File: src/rtl/control_divisor_pkg.sv
// Shared definitions for the restoring-divider control unit: FSM state
// encodings and the step-counter width helper.
package control_divisor_pkg;

    typedef enum logic [2:0] {
        REPOSO   = 3'd0,
        CARGA    = 3'd1,
        DESPLAZA = 3'd2,
        RESTA    = 3'd3,
        FIN      = 3'd4,
        ERROR    = 3'd5
    } estado_t;

    // Counter must hold tamData (N-1); width is $clog2(N) with a floor of 1.
    function automatic int cont_ancho(input int tam);
        int w;
        w = $clog2(tam + 1);
        return (w < 1) ? 1 : w;
    endfunction

endpackage

File: src/rtl/control_divisor_contador_pasos.sv
// Iteration down-counter: loads the step count, decrements once per
// trial subtraction and flags the final step.
module contador_pasos #(
    parameter int ANCHO = 3
) (
    input  logic             clk,
    input  logic             reset,
    input  logic             carga,
    input  logic             dec,
    input  logic [ANCHO-1:0] valor,
    output logic [ANCHO-1:0] cuenta,
    output logic             cero
);

    always_ff @(posedge clk or posedge reset) begin
        if (reset)
            cuenta <= '0;
        else if (carga)
            cuenta <= valor;
        else if (dec && cuenta != '0)
            cuenta <= cuenta - 1'b1;
    end

    assign cero = (cuenta == '0);

endmodule

File: src/rtl/control_divisor.sv
// Control FSM of the sequential restoring divider: steers the remainder
// selector (sel0..sel4), strobes quotient bits and runs inicio/listo.
module control_divisor
    import control_divisor_pkg::*;
#(
    parameter int tamData = 7
) (
    input  logic clk,
    input  logic reset,
    input  logic inicio,
    input  logic divisor_cero,
    input  logic neg,
    output logic sel0,
    output logic sel1,
    output logic sel2,
    output logic sel3,
    output logic sel4,
    output logic carga_cociente,
    output logic bit_cociente,
    output logic ocupado,
    output logic listo,
    output logic error_div0
);

    localparam int CW = cont_ancho(tamData);

    estado_t       state;
    logic [CW-1:0] cont;
    logic          cont_cero;

    contador_pasos #(.ANCHO(CW)) u_cont (
        .clk    (clk),
        .reset  (reset),
        .carga  (state == CARGA),
        .dec    (state == RESTA),
        .valor  (CW'(tamData)),
        .cuenta (cont),
        .cero   (cont_cero)
    );

    // FIN also accepts a new request so a held inicio runs back-to-back
    // without an idle cycle in between.
    always_ff @(posedge clk or posedge reset) begin
        if (reset) begin
            state <= REPOSO;
        end else begin
            case (state)
                REPOSO, FIN: begin
                    if (inicio)
                        state <= divisor_cero ? ERROR : CARGA;
                    else
                        state <= REPOSO;
                end
                CARGA:    state <= DESPLAZA;
                DESPLAZA: state <= RESTA;
                RESTA:    state <= cont_cero ? FIN : DESPLAZA;
                ERROR:    state <= REPOSO;
                default:  state <= REPOSO;
            endcase
        end
    end

    always_comb begin
        sel0           = 1'b0;
        sel1           = 1'b0;
        sel2           = 1'b0;
        sel3           = 1'b0;
        sel4           = 1'b0;
        carga_cociente = 1'b0;
        bit_cociente   = 1'b0;
        ocupado        = 1'b0;
        listo          = 1'b0;
        error_div0     = 1'b0;
        case (state)
            CARGA: begin
                sel1    = 1'b1;
                ocupado = 1'b1;
            end
            DESPLAZA: begin
                sel2    = 1'b1;
                ocupado = 1'b1;
            end
            RESTA: begin
                // A negative trial restores by simply holding the remainder.
                sel3           = ~neg;
                sel0           = neg;
                carga_cociente = 1'b1;
                bit_cociente   = ~neg;
                ocupado        = 1'b1;
            end
            FIN: begin
                sel0    = 1'b1;
                ocupado = 1'b1;
                listo   = 1'b1;
            end
            ERROR: begin
                sel4       = 1'b1;
                error_div0 = 1'b1;
            end
            default: sel0 = 1'b1;
        endcase
    end

endmodule

File: config.mk
export PLATFORM = sky130hd
export DESIGN_NAME = control_divisor
export DESIGN_NICKNAME = d
export VERILOG_FILES = /design/src/rtl/control_divisor_pkg.sv /design/src/rtl/control_divisor_contador_pasos.sv /design/src/rtl/control_divisor.sv
export SDC_FILE = /design/constraint.sdc
export NUM_CORES = 1
export LEC_CHECK = 0
export CORE_AREA = 5 5 42 44
export DETAILED_ROUTE_END_ITERATION = 8
export DIE_AREA = 0 0 47 49
export PLACE_DENSITY = 0.63
export SKIP_LAST_GASP = 1
export SYNTH_ARGS = -nofsm -noshare
export SYNTH_HDL_FRONTEND = slang
export SYNTH_HIERARCHICAL = 1
export SYNTH_SLANG_ARGS = --single-unit
File: constraint.sdc
create_clock -name clk -period 1.8 [get_ports clk]
set_clock_uncertainty 0.15 [all_clocks]
set_input_delay 0.45 -clock clk [delete_from_list [all_inputs] [get_ports clk]]
set_output_delay 0.45 -clock clk [all_outputs]
set_load 0.01 [all_outputs]
Yosys cells after proc, flatten, opt, wreduce, memory -nomap -nowiden:

Cells that the tools add are included.

* register bits after elaboration: 6
* bits of input ports: 5
* word-level logic and storage cells: 31

* $add $sub $neg: 1
* equality and inequality tests: 5
* muxes and demuxes: 14
* bitwise operators: 1
* reductions and logical operators: 8

Operators by type and width (count)
* two-way mux 3 bit: 5
* case mux 3 bit (4 select lines): 1
* two-way mux 1 bit: 7
* equality test 3 x 2 -> 1 bit, second input constant: 2
* equality test 3 bit, second input constant: 2
* zero test 3 bit: 2
* OR reduction 4 bit: 1
* equality test 3 x 1 -> 1 bit, second input constant: 1
* nonzero test 3 bit: 1
* OR reduction 3 bit: 1
* subtractor 3 x 1 -> 3 bit, second input constant: 1
* case mux 1 bit (2 select lines): 1
* nonzero test 2 bit: 1
* OR reduction 2 bit: 1
* logical AND 1 bit: 1
* inverter 1 bit: 1

Logic depth before layout (Yosys ltp):

Gate-level depths: netlist of the first run.

* word-level depth: 4
* gate-level depth with buffers: 5
* gate-level depth less buffers: 5

Modules after synthesis:

The synthesis of the first run kept the hierarchy.

Modules (own cells, without submodules)
* control_divisor: times used 1, cells an instance 29, area an instance 251.5 sq um, sequential area each 75.1 sq um
* contador_pasos: times used 1, cells an instance 20, area an instance 211.5 sq um, sequential area each 75.1 sq um

Worst setup path before layout of the first run:

Ideal clock, no wire load.

* path kind: reg2reg
* start point: register state[0]
* end point: register u_cont.cuenta[0]
* arrival time: 1.606 ns
* required time: 1.524 ns
* slack: -0.082 ns
* stages on the path, launching flop included: 6
* path buffers: 2
* path through: dfrtp_1 -> buf_2 -> nor3b_1 -> buf_6 -> and2b_4 -> a221o_1

* cells in the longest elaborated chain, start to end: 3
* elaborated cells between the ends (all ways): 5
* classes of those cells: 2 x eq/ne; 1 x mux; 2 x reduce/logical

RTL lines
* start, declared: line control_divisor.sv:27 `estado_t state;`
* start signal, assigned: line control_divisor.sv:50 `state <= divisor_cero ? ERROR : CARGA;`
* start signal, assigned: line control_divisor.sv:56 `RESTA: state <= cont_cero ? FIN : DESPLAZA;`
* equality test 3 x 2 -> 1 bit: line control_divisor.sv:35 `.dec (state == RESTA),`
* logical AND 1 bit: line control_divisor_contador_pasos.sv:20 `else if (dec && cuenta != '0)`
* nonzero test 2 bit (no source line)
* end signal, assigned: line control_divisor_contador_pasos.sv:19 `cuenta <= valor;`
* end signal, assigned: line control_divisor_contador_pasos.sv:21 `cuenta <= cuenta - 1'b1;`
* end, declared: line control_divisor_contador_pasos.sv:11 `output logic [ANCHO-1:0] cuenta,`

Parallel ways exist; a longest one is shown, timed or not.
A chain may end at the register's enable or synchronous reset.

Final worst setup path of the first run:

* start point: register state[0]
* end point: output port bit_cociente

* cells in the longest elaborated chain, start to end: 2

RTL lines
* equality test 3 x 2 -> 1 bit: line control_divisor.sv:74 `case (state)`
* two-way mux 1 bit: line control_divisor.sv:74
* end, declared: line control_divisor.sv:19 `output logic bit_cociente,`

No other way between the ends.

==> results of run 1 <==
==> through the flow <==
stage | setup WS, ps | utilization (%) | hold slack [ps] | setup TNS, ps
after detailed placement | -472 | 46.9 | 469 | -1940
final | 3.73 | 49.1 | 274 | 0
after floorplan | 69.3 | - | 53.6 | 0
after global routing | -48.7 | 49.1 | 281 | -199
after global placement | -449 | 46.9 | 469 | -1820
after CTS | -0.280 | 46.3 | 267 | -0.280
==> layout by cell type (no fill, tap or decap), types with 2 or more instances in the layout <==
master           instances
nor4b_1                  3
clkbuf_4                 3
dfrtp_1                  5
nand2_1                  3
buf_6                    2
buf_4                   11
buf_2                    9
conb_1                   3
ha_1                     2
a21oi_1                  2
nor2b_1                  2
clkdlybuf4s50_1          3
nand2b_1                 2
a221o_1                  3
inv_1                    5
==> worst min path at each step <==
stage | slack [ps] | cells after the start | from | to
after global placement | 470 | 2 | state[2]$_DFF_PP0_ | state[1]$_DFF_PP0_
after global routing | 280 | 2 | reset | state[2]$_DFF_PP0_
after CTS | 270 | 2 | reset | state[2]$_DFF_PP0_
after detailed placement | 470 | 2 | state[2]$_DFF_PP0_ | state[1]$_DFF_PP0_
after floorplan | 50 | 1 | reset | state[0]$_DFF_PP0_
final | 270 | 2 | reset | state[2]$_DFF_PP0_
==> kinds of logic after synthesis <==
| group | Yosys count |
|---|---|
| flip-flops | 6 |
| AO/OA/AOI/OAI | 6 |
| adder cells (fa/ha/maj) | 2 |
| multiplexers | 1 |
| buffers and inverters | 11 |
| XOR/XNOR | 1 |
| other | 1 |
| AND/OR/NAND/NOR | 21 |
==> critical path, delay by kind of cell (launching register included) <==
kind	cells	cell delay (ps)
flops	1	460
simple gates	2	370
buf+inv	1	130
==> routing by layer <==
metal	track usage, %	wire (um)
met3	3.69	41
met5	0	0
met1	11.2	419
met4	3.69	0
met2	17.2	569
==> state kept, by name (all words and copies together) (netlist names) <==
name           count
u_cont/cuenta      3
state              3
==> final cells by class <==
| class | instances | area (um^2) |
|---|---|---|
| inverters | 5 | 18.8 |
| fillers | 140 | 713 |
| clock buffers | 3 | 22.5 |
| repair buffers | 27 | 199 |
| well taps | 16 | 20.0 |
| multi-input cells | 34 | 277 |
| flip-flops and latches | 6 | 151 |
==> repair_timing <==
item                                    CTS  global route
pin swaps                                 0             1
hold buffers                              0             0
gates cloned                              0             0
endpoints found under the setup margin   10             9
resized for setup                        39             7
setup buffers                             1             2
==> where the power goes <==
part	internal, mW	switching [mW]
Clock	0.0751	0.0432
Combinational	0.510	0.385
Sequential	0.205	0.0655
Total	0.790	0.494
==> reports/results.ini, run 1 <==
[outcome]
outcome=completed

[floorplanning]
fp.dieArea_mm2=0.00230
core-area_mm2=0.00140
ioPinCount=15
start_util_pct=33.0
rows=14
die_h_um=49
die_x_um=47

[synth]
yosys_warnings=6
ys.flop_type=dfrtp_1
synth_seq_area_share_pct=32.4
syn_area_um2=463
synth-simple-area-share_pct=31.1
async_flop_share_pct=100
synth-xor-area-share_pct=1.89
synth_top_family_by_area=simple AND/OR/NAND/NOR gates
synth.distinct_cells=25
synth_edf_count=0
synth.top_cells.by_count=dfrtp_1 (6), inv_1 (5)
synth_compound_area_share_pct=10.5
muxShareOfSynthArea_pct=2.16
synth.area.top_cells=dfrtp_1 (32%), buf_6 (7.3%), a221o_1 (6.5%)
yosysMostFrequentCell=dfrtp_1
synthAdderAreaFrac_pct=5.41
synth_top_area_share_pct=32.4
synth_area_leader_cell=dfrtp_1
synthCells=49
yosys_register_bits=6
syn_area_per_cell_um2=9.45

[grt]
grt_use_total_pct=10.2
grt_pass1_vias=469
grt_antenna_before_repair=0
grt_first_pass_wirelength_um=1780
grt_max_degree=10
gr-total-overflow=0

[final_layout]
area_growth_syn_to_layout_pct=48.6
diodes=0
finalNonFillerCells=91
drive_gt1_share_pct=44.0
final_cell_area_um2=688
nets=84

[clock_network]
cts.reportedPaths.clkPinSlew_ps=40
cts_tree=yes
clock_path_buffers=2
cts.htree.levels=1
numCtsBuffers=3
clkLatencyLatePin_ps=240
cts-root-buf=clkbuf_4
cts.sinks=6

[route]
wl_um=1030
via_count=415
drt_iter0_markers=4
drtAntennaViolNets=0
wl_per_cell_um=11.3
drcViolationCount=0
viasPerCell=4.56
dr.pass1.iters=3

[pwr]
total_power_mw=1.28
power.ir.vdd_worst_v=0.000820
p_leak_nw=0.352
p_per_area_mw_per_mm2=1870

[placed_design]
place_area_um2=657
dp_hpwl_um=817
dp_cells=85
numPortBuffers=14
place.gp.congestion=0.690

[timing]
final_max_slew_viol_count=0
hold_violations=0
rsz0062_at_grt=true
finalCritPeriodShare_pct=99.8
setup_viol=0
max_freq_mhz=557
fin_crit_ps=1800

[worst_setup_path]
reg2reg_from=state[2]$_DFF_PP0_
worstSetupStartpointType=register
r2r-end=u_cont/cuenta[0]$_DFFE_PP0P_
startpoint=state[0]$_DFF_PP0_
crit_path_end=bit_cociente
rrSetupSlack_ps=100
cp_max_fo=7
cp_slowest_cell=dfrtp_2
slowest_delay_ps=460
rr_worst_depth=5
setup.worst_path.end_class=primary output
cp.required_ps=1200
cp.arrival_ps=1200
crit_chain=and3b_1 -> and2b_1 -> buf_2
path_class=reg -> out

[job]
cap_violations=0

[hold_path]
min-delay-path-class=in -> async

Power figures use the tool's default switching activity.
==> inputs of run 2 (changes only) <==
- CORE_AREA: 5 5 42 44 -> 2 2 39 41
- DIE_AREA: 0 0 47 49 -> 0 0 41 43
==> reports/results.ini, run 2 (synthesized netlist as in run 1, its figures left out) <==
[final_layout]
layout_commonest_cell=buf_4
drive_gt1_share_pct=40.3
finalNonFillerCells=88
area_growth_syn_to_layout_pct=38.6
final_cell_area_um2=642
nFillCells=146
largestRegisters=state (3), u_cont/cuenta (3)
diodes=0
nets=81
layout_common_cells=buf_4 (9), buf_2 (8), inv_1 (5), dfrtp_1 (5)

[floorplanning]
start_util_pct=33.5
core-area_mm2=0.00138
rows=14
die_h_um=43
die_x_um=41
ioPinCount=15
fp.dieArea_mm2=0.00176

[timing]
setup_viol=0
fin_crit_ps=1790
finalCritPeriodShare_pct=99.6
rsz0062_at_grt=true
hold_violations=0
finalSetupTns_ps=0
max_freq_mhz=558
holdWs_ps=267
final_max_slew_viol_count=0

[route]
wl_um=909
drt_iter0_markers=4
drcViolationCount=0
dr.pass1.iters=4
drtAntennaViolNets=0
viasPerCell=4.56
wl_per_cell_um=10.3
via_count=401

[placed_design]
dp_cells=84
dp_hpwl_um=757
place.gp.congestion=0.679
place_area_um2=649
numPortBuffers=14

[grt]
grt_max_degree=10
grt_pass1_vias=398
grt_use_total_pct=13.9
grt_util_met3_pct=3.14
grt_antenna_before_repair=0
gr-max-usage-layer=met2
met2_usage_pct=22.8
gr-total-overflow=0
use_met1_pct=16.2
grt_first_pass_wirelength_um=1640

[clock_network]
clkLatencyLatePin_ps=240
cts.sinks=6
cts.reportedPaths.clkPinSlew_ps=40
cts_tree=yes
clock_path_buffers=2
cts-root-buf=clkbuf_4
cts.htree.levels=1
cts_hold_buffers=0
numCtsBuffers=3

[job]
cap_violations=0

[worst_setup_path]
startpoint=state[0]$_DFF_PP0_
cp.required_ps=1200
worstSetupStartpointType=register
path_class=reg -> out
setup.worst_path.end_class=primary output
cp.arrival_ps=1190
reg2reg_from=state[2]$_DFF_PP0_
cp_max_fo=5

[pwr]
total_power_mw=1.18
p_per_area_mw_per_mm2=1830
power.ir.vdd_worst_v=0.000748
p_leak_nw=0.329

[outcome]
outcome=completed

[hold_path]
min-delay-path-class=in -> async

==> run 2: changes by cell type in the layout (fill, tap and decap cells not counted), sizes merged <==
cell and change:
buf -4, clkbuf +1
==> run 2: stage by stage <==
step	util, %	worst slack (ps)
after floorplan	-	69.3
after global placement	46.9	-445
after detailed placement	46.9	-471
after CTS	46.7	-86.3
after global routing	46.4	-43.1
final	46.4	6.45
==> run 2: critical path, stage by stage (launching register included) <==
cell and delay (ps):
dfrtp_2 420, and3b_2 240, and2b_1 160, buf_2 130
==> run 2: cell type report <==
class,count,area (um^2),share of cell area (%)
Tap cell,16,20.0,3.12
Multi-Input combinational cell,34,256,40.0
Clock buffer,3,22.5,3.51
Timing Repair Buffer,24,173,26.9
Inverter,5,18.8,2.92
Sequential cell,6,151,23.6
==> run 2: where the power goes <==
group,switching (mW),internal (mW)
Sequential,0.0474,0.205
Clock,0.0449,0.0752
Combinational,0.360,0.442
==> run 2: timing repair <==
item                       CTS  global route
setup endpoints to repair   10            10
gates resized for setup     37             5
buffers inserted             2             0
pin swaps                    2             2
==> run 2: routing by layer <==
layer / wire length (um) / vias up
met5: 0 / -
met2: 491 / 8
met3: 35 / 0
li1: - / 208
met4: 0 / 0
met1: 383 / 185
==> run 2: path summary, 6_finish.rpt <==
path                                           endpoint  slack (ps)  cells after the start
setup reg to reg           u_cont/cuenta[0]$_DFFE_PP0P_         110                      5
min in group clk                     state[2]$_DFF_PP0_         450                      2
setup / recovery                           bit_cociente           6                      3
hold reg to reg                      state[2]$_DFF_PP0_         450                      2
hold / removal                       state[2]$_DFF_PP0_         270                      2
max in group asynchronous            state[0]$_DFF_PP0_        1090                      2
==> inputs of run 3 (changes only) <==
- ABC_AREA: unset -> 1
- PLACE_DENSITY: 0.63 -> 0.58
==> reports/results.ini, run 3 <==
[worst_setup_path]
cp_top_family=flip-flops
reg2reg_from=state[0]$_DFF_PP0_
rrSetupSlack_ps=390
worstSetupStartpointType=register
cp.required_ps=1200
setup.worst_path.end_class=primary output
cp.arrival_ps=1220
cp_slowest_cell=dfrtp_2
startpoint=state[1]$_DFF_PP0_
path_class=reg -> out
crit_chain=buf_4 -> nor2_4 -> xor2_1 -> buf_2
cp_max_fo=6
worst-path-buf-inv=2
slowest_delay_ps=450

[floorplanning]
core-area_mm2=0.00138
ioPinCount=15
die_h_um=43
fp.dieArea_mm2=0.00176
die_x_um=41
start_util_pct=29.2
rows=14

[clock_network]
cts_tree=yes
numCtsBuffers=3
cts-root-buf=clkbuf_4
cts.htree.levels=1
clkLatencyLatePin_ps=240
clock_path_buffers=2
cts_hold_buffers=0
cts.sinks=6
cts.reportedPaths.clkPinSlew_ps=40

[timing]
rsz0062_at_grt=true
final_max_slew_viol_count=0
fin_crit_ps=1820
finalCritPeriodShare_pct=101
setup_slack_ps=-24.3
max_freq_mhz=548
hold_violations=0
finalSetupTns_ps=-24.3
holdWs_ps=255
setup_viol=1

[final_layout]
layout_commonest_cell=nand2_1
nets=97
layout_common_cells=nand2_1 (14), inv_1 (9), buf_4 (9)
nFillCells=154
regArea_um2=151
largestRegisters=state (3), u_cont/cuenta (3)
diodes=0
multiInputGateArea_um2=240
area_growth_syn_to_layout_pct=62.8
fin_util_pct=47.6
drive_gt1_share_pct=42.0

[synth]
synth.top_cells.by_count=nand2_1 (16), inv_1 (10), dfrtp_1 (6), nor2_1 (5), o21ai_0 (5)
syn_area_per_cell_um2=6.74
synth.distinct_cells=15
syn_area_um2=404
ys.flop_type=dfrtp_1
synth_seq_area_share_pct=37.2
yosysMostFrequentCell=nand2_1
synth_edf_count=0
synth_area_leader_cell=dfrtp_1
synth_top_area_share_pct=37.2
synthCells=60
synth.area.top_cells=dfrtp_1 (37%), nand2_1 (15%), inv_1 (9.3%)
yosys_register_bits=6
yosys_warnings=6
async_flop_share_pct=100

[route]
wl_um=1010
dr.pass1.iters=2
wl_per_cell_um=9.69
drt_iter0_markers=8
drcViolationCount=0
drtAntennaViolNets=0
viasPerCell=4.29
via_count=446

[placed_design]
dp_hpwl_um=717
place.gp.congestion=0.674
dpl_worst_slack_ps=-487
numPortBuffers=14

[grt]
grt_antenna_before_repair=0
gr-max-usage-layer=met2
grt_first_pass_wirelength_um=1610
grt_use_total_pct=13.8
gr-total-overflow=0
grt_pass1_vias=428
met2_usage_pct=24.1
grt_max_degree=8
use_met1_pct=13.6
grt_util_met3_pct=6.28

[pwr]
p_per_area_mw_per_mm2=1840
p_leak_nw=0.367
power.ir.vdd_worst_v=0.000853

[outcome]
violations=negative setup slack
outcome=finished with violations

[job]
cap_violations=0

[hold_path]
min-delay-path-class=in -> async

==> run 3: changes by cell type in the layout (fill, tap and decap cells not counted), sizes merged, moves of 2 or more <==
| cell | delta |
|---|---|
| inv | +7 |
| nand2 | +14 |
| nand3 | +4 |
| nor3 | +2 |
| a221o | -3 |
| o21ai | +5 |
| nand2b | -3 |
| nor4b | -3 |
| nor2 | +2 |
| clkbuf | +4 |
| and2b | -2 |
| buf | -2 |
| nor2b | -2 |
==> run 3: cell type report <==
class	count	share of cell area, %
Multi-Input combinational cell	42	36.5
Timing Repair Buffer	25	27.2
Sequential cell	6	23.0
Inverter	12	6.84
Clock buffer	3	3.42
Tap cell	16	3.04
==> run 3: cell families after synthesis <==
group	share of synthesized area [%]
xor gates and xnor gates	2.17
other	0.928
AOI/OAI and AO/OA	7.43
adders and majority gates	6.19
buffers and inverters	14.9
DFF	37.2
and+or+nand+nor	31.3
==> run 3: per-stage QoR <==
stage | area, um^2 | std cells | power [mW]
global placement | 609 | 97 | 1.03
CTS | 644 | 103 | 1.16
floorplan | 412 | 62 | 0.663
finish | 658 | 104 | 1.21
global route | 658 | 104 | 1.34
detailed placement | 609 | 97 | 1.03
==> run 3: repair_timing <==
action,4_1_cts,5_1_grt
setup endpoints to repair,10,9
setup buffers,3,1
gates cloned,0,0
pin swaps,2,2
resized for setup,35,15
==> run 3: routing by layer <==
layer  up-vias  wire length, um  share of wire [%]
met5         -                0                  0
met2        15              542                 54
met3         0               99                9.8
met4         0                0                  0
met1       193              366                 36
li1        238                -                  -
==> run 3: path summary, 6_finish.rpt <==
path | cells past startpoint | endpoint
worst max register to register | 8 | u_cont/cuenta[0]$_DFFE_PP0P_
worst min register to register | 2 | u_cont/cuenta[2]$_DFFE_PP0P_
min in group clk | 2 | u_cont/cuenta[2]$_DFFE_PP0P_
worst min-delay path | 2 | state[0]$_DFF_PP0_
worst max-delay path | 4 | ocupado
max in group asynchronous | 2 | state[1]$_DFF_PP0_
==> run 3: report_power, final <==
part | internal, mW | switching (mW)
sequential | 0.207 | 0.0672
combinational | 0.383 | 0.433
clock | 0.0751 | 0.0445
